--- config.mk ---
export PLATFORM = sky130hd
export DESIGN_NAME = sn2bn_counter_flat
export DESIGN_NICKNAME = d
export VERILOG_FILES = /design/src/rtl/sn2bn_if.sv /design/src/rtl/sn2bn_counter.sv /design/src/flat_wrapper.sv
export SDC_FILE = /design/constraint.sdc
export NUM_CORES = 1
export LEC_CHECK = 0
export ABC_AREA = 1
export CORE_UTILIZATION = 35
export CTS_BUF_LIST = sky130_fd_sc_hd__clkbuf_8
export CTS_CLUSTER_SIZE = 16
export DETAILED_ROUTE_END_ITERATION = 16
export GPL_TIMING_DRIVEN = 0
export PLACE_DENSITY_LB_ADDON = 0.25
export SYNTH_ARGS = -nofsm -noshare
export SYNTH_HDL_FRONTEND = slang
export SYNTH_SLANG_ARGS = --single-unit
--- constraint.sdc ---
create_clock -name i_clk_sn2bn -period 3.8 [get_ports i_clk_sn2bn]
set_input_delay 0.38 -clock i_clk_sn2bn [delete_from_list [all_inputs] [get_ports i_clk_sn2bn]]
set_output_delay 0.38 -clock i_clk_sn2bn [all_outputs]
set_load 0.02 [all_outputs]
--- src/rtl/sn2bn_if.sv ---
// sn2bn_if: start/stop framing, serial stochastic input and the three result formats.
`default_nettype none

interface sn2bn_if #(
  parameter int SN_LEN = 16,
  parameter int BN_W   = 4
);
  localparam int CNT_W = $clog2(SN_LEN) + 1;

  logic             i_start_sn2bn;
  logic             i_stop_sn2bn;
  logic             i_sn_bit;
  logic             o_busy_sn2bn;
  logic             o_valid_sn2bn;
  logic [CNT_W-1:0] o_bn_cnt;
  logic [BN_W-1:0]  o_bn_sat;
  logic [CNT_W:0]   o_bn_bip;

  modport master (
    output i_start_sn2bn, i_stop_sn2bn, i_sn_bit,
    input  o_busy_sn2bn, o_valid_sn2bn, o_bn_cnt, o_bn_sat, o_bn_bip
  );

  modport slave (
    input  i_start_sn2bn, i_stop_sn2bn, i_sn_bit,
    output o_busy_sn2bn, o_valid_sn2bn, o_bn_cnt, o_bn_sat, o_bn_bip
  );
endinterface

`default_nettype wire

--- src/rtl/sn2bn_counter.sv ---
// sn2bn_counter: counts ones of a stochastic stream over SN_LEN cycles and
// registers the result as raw count, saturated BN_W-bit value and bipolar value.
`default_nettype none

module sn2bn_counter #(
  parameter int SN_LEN = 16,
  parameter int BN_W   = 4
) (
  input  wire       i_clk_sn2bn,
  input  wire       i_rst_n_sn2bn,
  sn2bn_if.slave    bus
);
  localparam int CNT_W = $clog2(SN_LEN) + 1;
  localparam int IDX_W = $clog2(SN_LEN);
  localparam int EXT_W = CNT_W + BN_W;

  localparam logic [IDX_W-1:0] IDX_LAST = IDX_W'(SN_LEN - 1);
  localparam logic [EXT_W-1:0] SAT_MAX  = EXT_W'((1 << BN_W) - 1);
  localparam logic [CNT_W:0]   BIP_OFS  = (CNT_W + 1)'(SN_LEN);

  typedef enum logic [1:0] {
    IDLE  = 2'd0,
    COUNT = 2'd1,
    DONE  = 2'd2
  } state_t;

  state_t           state, state_nxt;
  logic [CNT_W-1:0] count, count_nxt;
  logic [IDX_W-1:0] idx, idx_nxt;
  logic             load;

  logic [CNT_W-1:0] cnt_q;
  logic [BN_W-1:0]  sat_q;
  logic [CNT_W:0]   bip_q;

  // Final sum includes the bit sampled on the closing edge of the window.
  logic [CNT_W-1:0] sum;
  logic [EXT_W-1:0] sum_ext;
  logic [BN_W-1:0]  sum_sat;
  logic [CNT_W:0]   sum_bip;

  assign sum     = count + CNT_W'(bus.i_sn_bit);
  assign sum_ext = EXT_W'(sum);
  assign sum_sat = (sum_ext > SAT_MAX) ? SAT_MAX[BN_W-1:0] : sum_ext[BN_W-1:0];
  assign sum_bip = {sum, 1'b0} - BIP_OFS;

  always_comb begin
    state_nxt = state;
    count_nxt = count;
    idx_nxt   = idx;
    load      = 1'b0;
    case (state)
      IDLE: begin
        if (!bus.i_stop_sn2bn && bus.i_start_sn2bn) begin
          state_nxt = COUNT;
          count_nxt = '0;
          idx_nxt   = '0;
        end
      end
      COUNT: begin
        if (bus.i_stop_sn2bn) begin
          state_nxt = IDLE;
          count_nxt = '0;
          idx_nxt   = '0;
        end else if (bus.i_start_sn2bn) begin
          count_nxt = '0;
          idx_nxt   = '0;
        end else if (idx == IDX_LAST) begin
          state_nxt = DONE;
          load      = 1'b1;
          count_nxt = '0;
          idx_nxt   = '0;
        end else begin
          count_nxt = sum;
          idx_nxt   = idx + 1'b1;
        end
      end
      DONE: begin
        if (!bus.i_stop_sn2bn && bus.i_start_sn2bn) begin
          state_nxt = COUNT;
        end else begin
          state_nxt = IDLE;
        end
      end
      default: begin
        state_nxt = IDLE;
        count_nxt = '0;
        idx_nxt   = '0;
      end
    endcase
  end

  always_ff @(posedge i_clk_sn2bn or negedge i_rst_n_sn2bn) begin
    if (!i_rst_n_sn2bn) begin
      state <= IDLE;
      count <= '0;
      idx   <= '0;
      cnt_q <= '0;
      sat_q <= '0;
      bip_q <= '0;
    end else begin
      state <= state_nxt;
      count <= count_nxt;
      idx   <= idx_nxt;
      if (load) begin
        cnt_q <= sum;
        sat_q <= sum_sat;
        bip_q <= sum_bip;
      end
    end
  end

  assign bus.o_busy_sn2bn  = (state == COUNT);
  assign bus.o_valid_sn2bn = (state == DONE);
  assign bus.o_bn_cnt      = cnt_q;
  assign bus.o_bn_sat      = sat_q;
  assign bus.o_bn_bip      = bip_q;

endmodule

`default_nettype wire

--- src/flat_wrapper.sv ---
// flat-port wrapper written by rule: the top's interface ports become plain ports
module sn2bn_counter_flat 
#(
  parameter int SN_LEN = 16,
  parameter int BN_W   = 4
)
  (i_clk_sn2bn, i_rst_n_sn2bn, bus_i_start_sn2bn, bus_i_stop_sn2bn, bus_i_sn_bit, bus_o_busy_sn2bn, bus_o_valid_sn2bn, bus_o_bn_cnt, bus_o_bn_sat, bus_o_bn_bip);
  sn2bn_if #(.SN_LEN(SN_LEN), .BN_W(BN_W)) bus_i ();
  input  wire i_clk_sn2bn;
  input  wire i_rst_n_sn2bn;
  input wire logic [$bits(bus_i.i_start_sn2bn)-1:0] bus_i_start_sn2bn;
  input wire logic [$bits(bus_i.i_stop_sn2bn)-1:0] bus_i_stop_sn2bn;
  input wire logic [$bits(bus_i.i_sn_bit)-1:0] bus_i_sn_bit;
  output wire logic [$bits(bus_i.o_busy_sn2bn)-1:0] bus_o_busy_sn2bn;
  output wire logic [$bits(bus_i.o_valid_sn2bn)-1:0] bus_o_valid_sn2bn;
  output wire logic [$bits(bus_i.o_bn_cnt)-1:0] bus_o_bn_cnt;
  output wire logic [$bits(bus_i.o_bn_sat)-1:0] bus_o_bn_sat;
  output wire logic [$bits(bus_i.o_bn_bip)-1:0] bus_o_bn_bip;
  assign bus_i.i_start_sn2bn = bus_i_start_sn2bn;
  assign bus_i.i_stop_sn2bn = bus_i_stop_sn2bn;
  assign bus_i.i_sn_bit = bus_i_sn_bit;
  assign bus_o_busy_sn2bn = bus_i.o_busy_sn2bn;
  assign bus_o_valid_sn2bn = bus_i.o_valid_sn2bn;
  assign bus_o_bn_cnt = bus_i.o_bn_cnt;
  assign bus_o_bn_sat = bus_i.o_bn_sat;
  assign bus_o_bn_bip = bus_i.o_bn_bip;
  sn2bn_counter #(.SN_LEN(SN_LEN), .BN_W(BN_W)) u_core (.i_clk_sn2bn(i_clk_sn2bn), .i_rst_n_sn2bn(i_rst_n_sn2bn), .bus(bus_i));
endmodule
==> impl_results.md <==
- DRT Wirelength: 2170 um
- Diode count: 0
- First-pass GRT wire length: 3590 um
- Period utilization: 53.0%
- Top FF cell, synth: dfrtp_1
- Vias in the first global route: 860
- Synth cell types: 18
- Seq cells post-synth: 22
- CTS Root Cell: clkbuf_8
- FMAX: 496 MHz
- Seq/Total Area, Yosys: 49.6%
- Post-DP HPWL: 1590 um
- Worst Tran Pin Value: 0.983 ns
- CTS Hold Bufs: 0
- Avg Cell Area, Syn: 8.41 sq um
- Hold Crit Depth: 2
- Initial core utilization: 36.7%
- Setup TNS: 0 ns
- Congestion Overflow GR: 0
- Max-slew violation count: 0
- Synth warn: 0
- Vias per std cell: 4.44
- Post-CTS Setup Bufs: 0
- Crit path launch type: input pin
- R2R cell count: 12
- DRC viols: 0
- Final hold violations: 0
- Clock sinks: 22
- Die H: 58.3 um
- Crit-path max FO: 7
- CTS Buf Count: 3
- Top cells by area, synth: dfrtp_1 50%, nand2_1 17%, ha_1 4.5%, inv_1 4.4%, o21ai_0 4.1%
- CTS HTree Levels: 1
- Synth async-reset ratio: 100%
- Cells after Synth: 132
- Critical Path AT: 2.18 ns
- Crit path required time: 3.96 ns
- Unrepaired setup endpoints after global routing: no
- Number of nets still failing antenna checks after routing: 0
- Placer Congestion: 0.763
- Largest net degree at the start of global routing: 23
- Reg2Reg Setup Slack: 1.98 ns
- Hold Crit Start: u_core.bus.o_bn_sat[2]
- Worst vdd ir: 0.138 mV
- First DRT Iteration DRCs: 33
- Horiz. Die Dim: 58.3 um
- Status: finished clean
- Headroom to the max-slew limit: 34.3%
- Critical R2R Launch: u_core.count[0]
- Area leader, netlist: dfrtp_1
- Yosys top cell area share: 49.6%
- Pwr dens: 301 nW/um^2
- Die area: 3400 sq um
- GRT Util Overall: 14.3%
- Clk Latency, worst-skew pair: 0.26 ns
- Layout area overhead: 26.7%
- Clk slew on worst S/H paths: 0.07 ns
- Critical Path End Type: flip-flop
- Rows: 20
- Cts repair resizes: 0
- Initial antenna violation count: 0
- Mapped Area: 1110 sq um
- Most common cell in the netlist: nand2_1
- Share of layout cells above drive strength 1: 12.9%
- Number of synthesized flops with an enable pin: 0
- Input/output buffers: 20
- Post-route total power: 424 uW
- FF-to-FF End: u_core.bus.o_bn_sat[3]
- Max clock buf depth: 2
- LEAKAGE: 0.740 nW
- Max_cap viols: 0
- Hold Path Sink: u_core.bus.o_bn_sat[2]
- Drt first pass iters: 4
- Worst Setup Path Type: input pin to flip-flop
- Layout Nets: 166
- CTS tree: done
- Final setup vio count: 0
- Top-Level Pins: 22
- Vias: 883
- Clock period minus worst slack: 2.02 ns
- Wire length per cell: 10.9 um
- Hold/Removal Path Class: flip-flop to flip-flop
- Commonest cells post-synth: 49 x nand2_1, 22 x dfrtp_1, 13 x inv_1, 9 x o21ai_0, 6 x nor2_1
- Post-Syn Nets: 141
- Worst Skew: 0.000936 ns
- Core area: 3030 sq um
-- layer usage --
metal  vias up  part of all wire [%]  track usage [%]
met3         5                   3.8             2.86
li1        456                     -                -
met1       405                    46             17.7
met2        17                    48             23.2
met5         -                     0                0
met4         0                   2.4             8.50
-- kinds of logic after synthesis --
kind of cell	synth area share, %
AO/OA/AOI/OAI	8.00
XOR/XNOR	0.789
adder cells (fa/ha/maj)	4.51
buffers and inverters	9.13
flip-flops	49.6
multiplexers	0.902
other	0.338
AND/OR/NAND/NOR	26.7
-- critical path, cell delays in order --
cell	delay [ns]
clkdlybuf4s50_1	0.46
ha_1	0.20
ha_1	0.22
nand3_1	0.08
nand2_1	0.06
nand2_1	0.18
ha_1	0.24
nand2_1	0.06
nor2_1	0.03
nand2_1	0.06
nand3_1	0.07
nand2_1	0.08
nand2_1	0.05
-- worst max-delay path by stage --
stage                       from                      to
finish              bus_i_sn_bit  u_core.bus.o_bn_sat[3]
global route        bus_i_sn_bit  u_core.bus.o_bn_sat[3]
CTS                 bus_i_sn_bit  u_core.bus.o_bn_sat[3]
detailed placement  bus_i_sn_bit  u_core.bus.o_bn_sat[3]
global placement    bus_i_sn_bit  u_core.bus.o_bn_sat[3]
floorplan           bus_i_sn_bit  u_core.bus.o_bn_sat[3]
-- cell usage in the layout, fill, tap and decap left out, drive strengths merged --
cell and instances:
buf 5, clkbuf 3, clkdlybuf4s50 20, conb 1, dfrtp 22, ha 4, inv 16, mux2i 1
nand2 51, nand3 5, nand4 4, nor2 8, o21ai 14, xor2 1
-- layout make-up --
type | instances | area, sq um
fillers | 308 | 1620
flip-flops and latches | 22 | 551
multi-input cells | 89 | 458
repair buffers | 20 | 200
inverters | 16 | 60.1
well taps | 44 | 55.1
clock buffers | 3 | 41.3
plain buffers | 5 | 41.3
-- metrics by stage --
| step | util [%] | worst slack [ns] | cells | area (sq um) | hold WS, ns |
|---|---|---|---|---|---|
| floorplan | - | 2.16 | 132 | 1110 | 0.0844 |
| global placement | 45.1 | 1.50 | 196 | 1370 | 0.467 |
| detailed placement | 45.1 | 1.48 | 196 | 1370 | 0.464 |
| CTS | 46.4 | 1.77 | 199 | 1410 | 0.490 |
| global route | 46.4 | 1.61 | 199 | 1410 | 0.503 |
| finish | 46.4 | 1.78 | 199 | 1410 | 0.485 |
-- state kept, by name, indices dropped and copies added, names as in the netlist --
name and count:
u_core.idx 4, u_core.count 5, u_core.bus.o_bn_sat 4, u_core.bus.o_bn_cnt 5, u_core.state 2, u_core.bus.o_bn_bip 2
-- report_power, final --
| group | switching [mW] | internal, mW |
|---|---|---|
| Combinational | 0.0244 | 0.0134 |
| Sequential | 0.00354 | 0.238 |
| Clock | 0.0736 | 0.0709 |
Note: power is estimated with default switching activity, not from simulation.
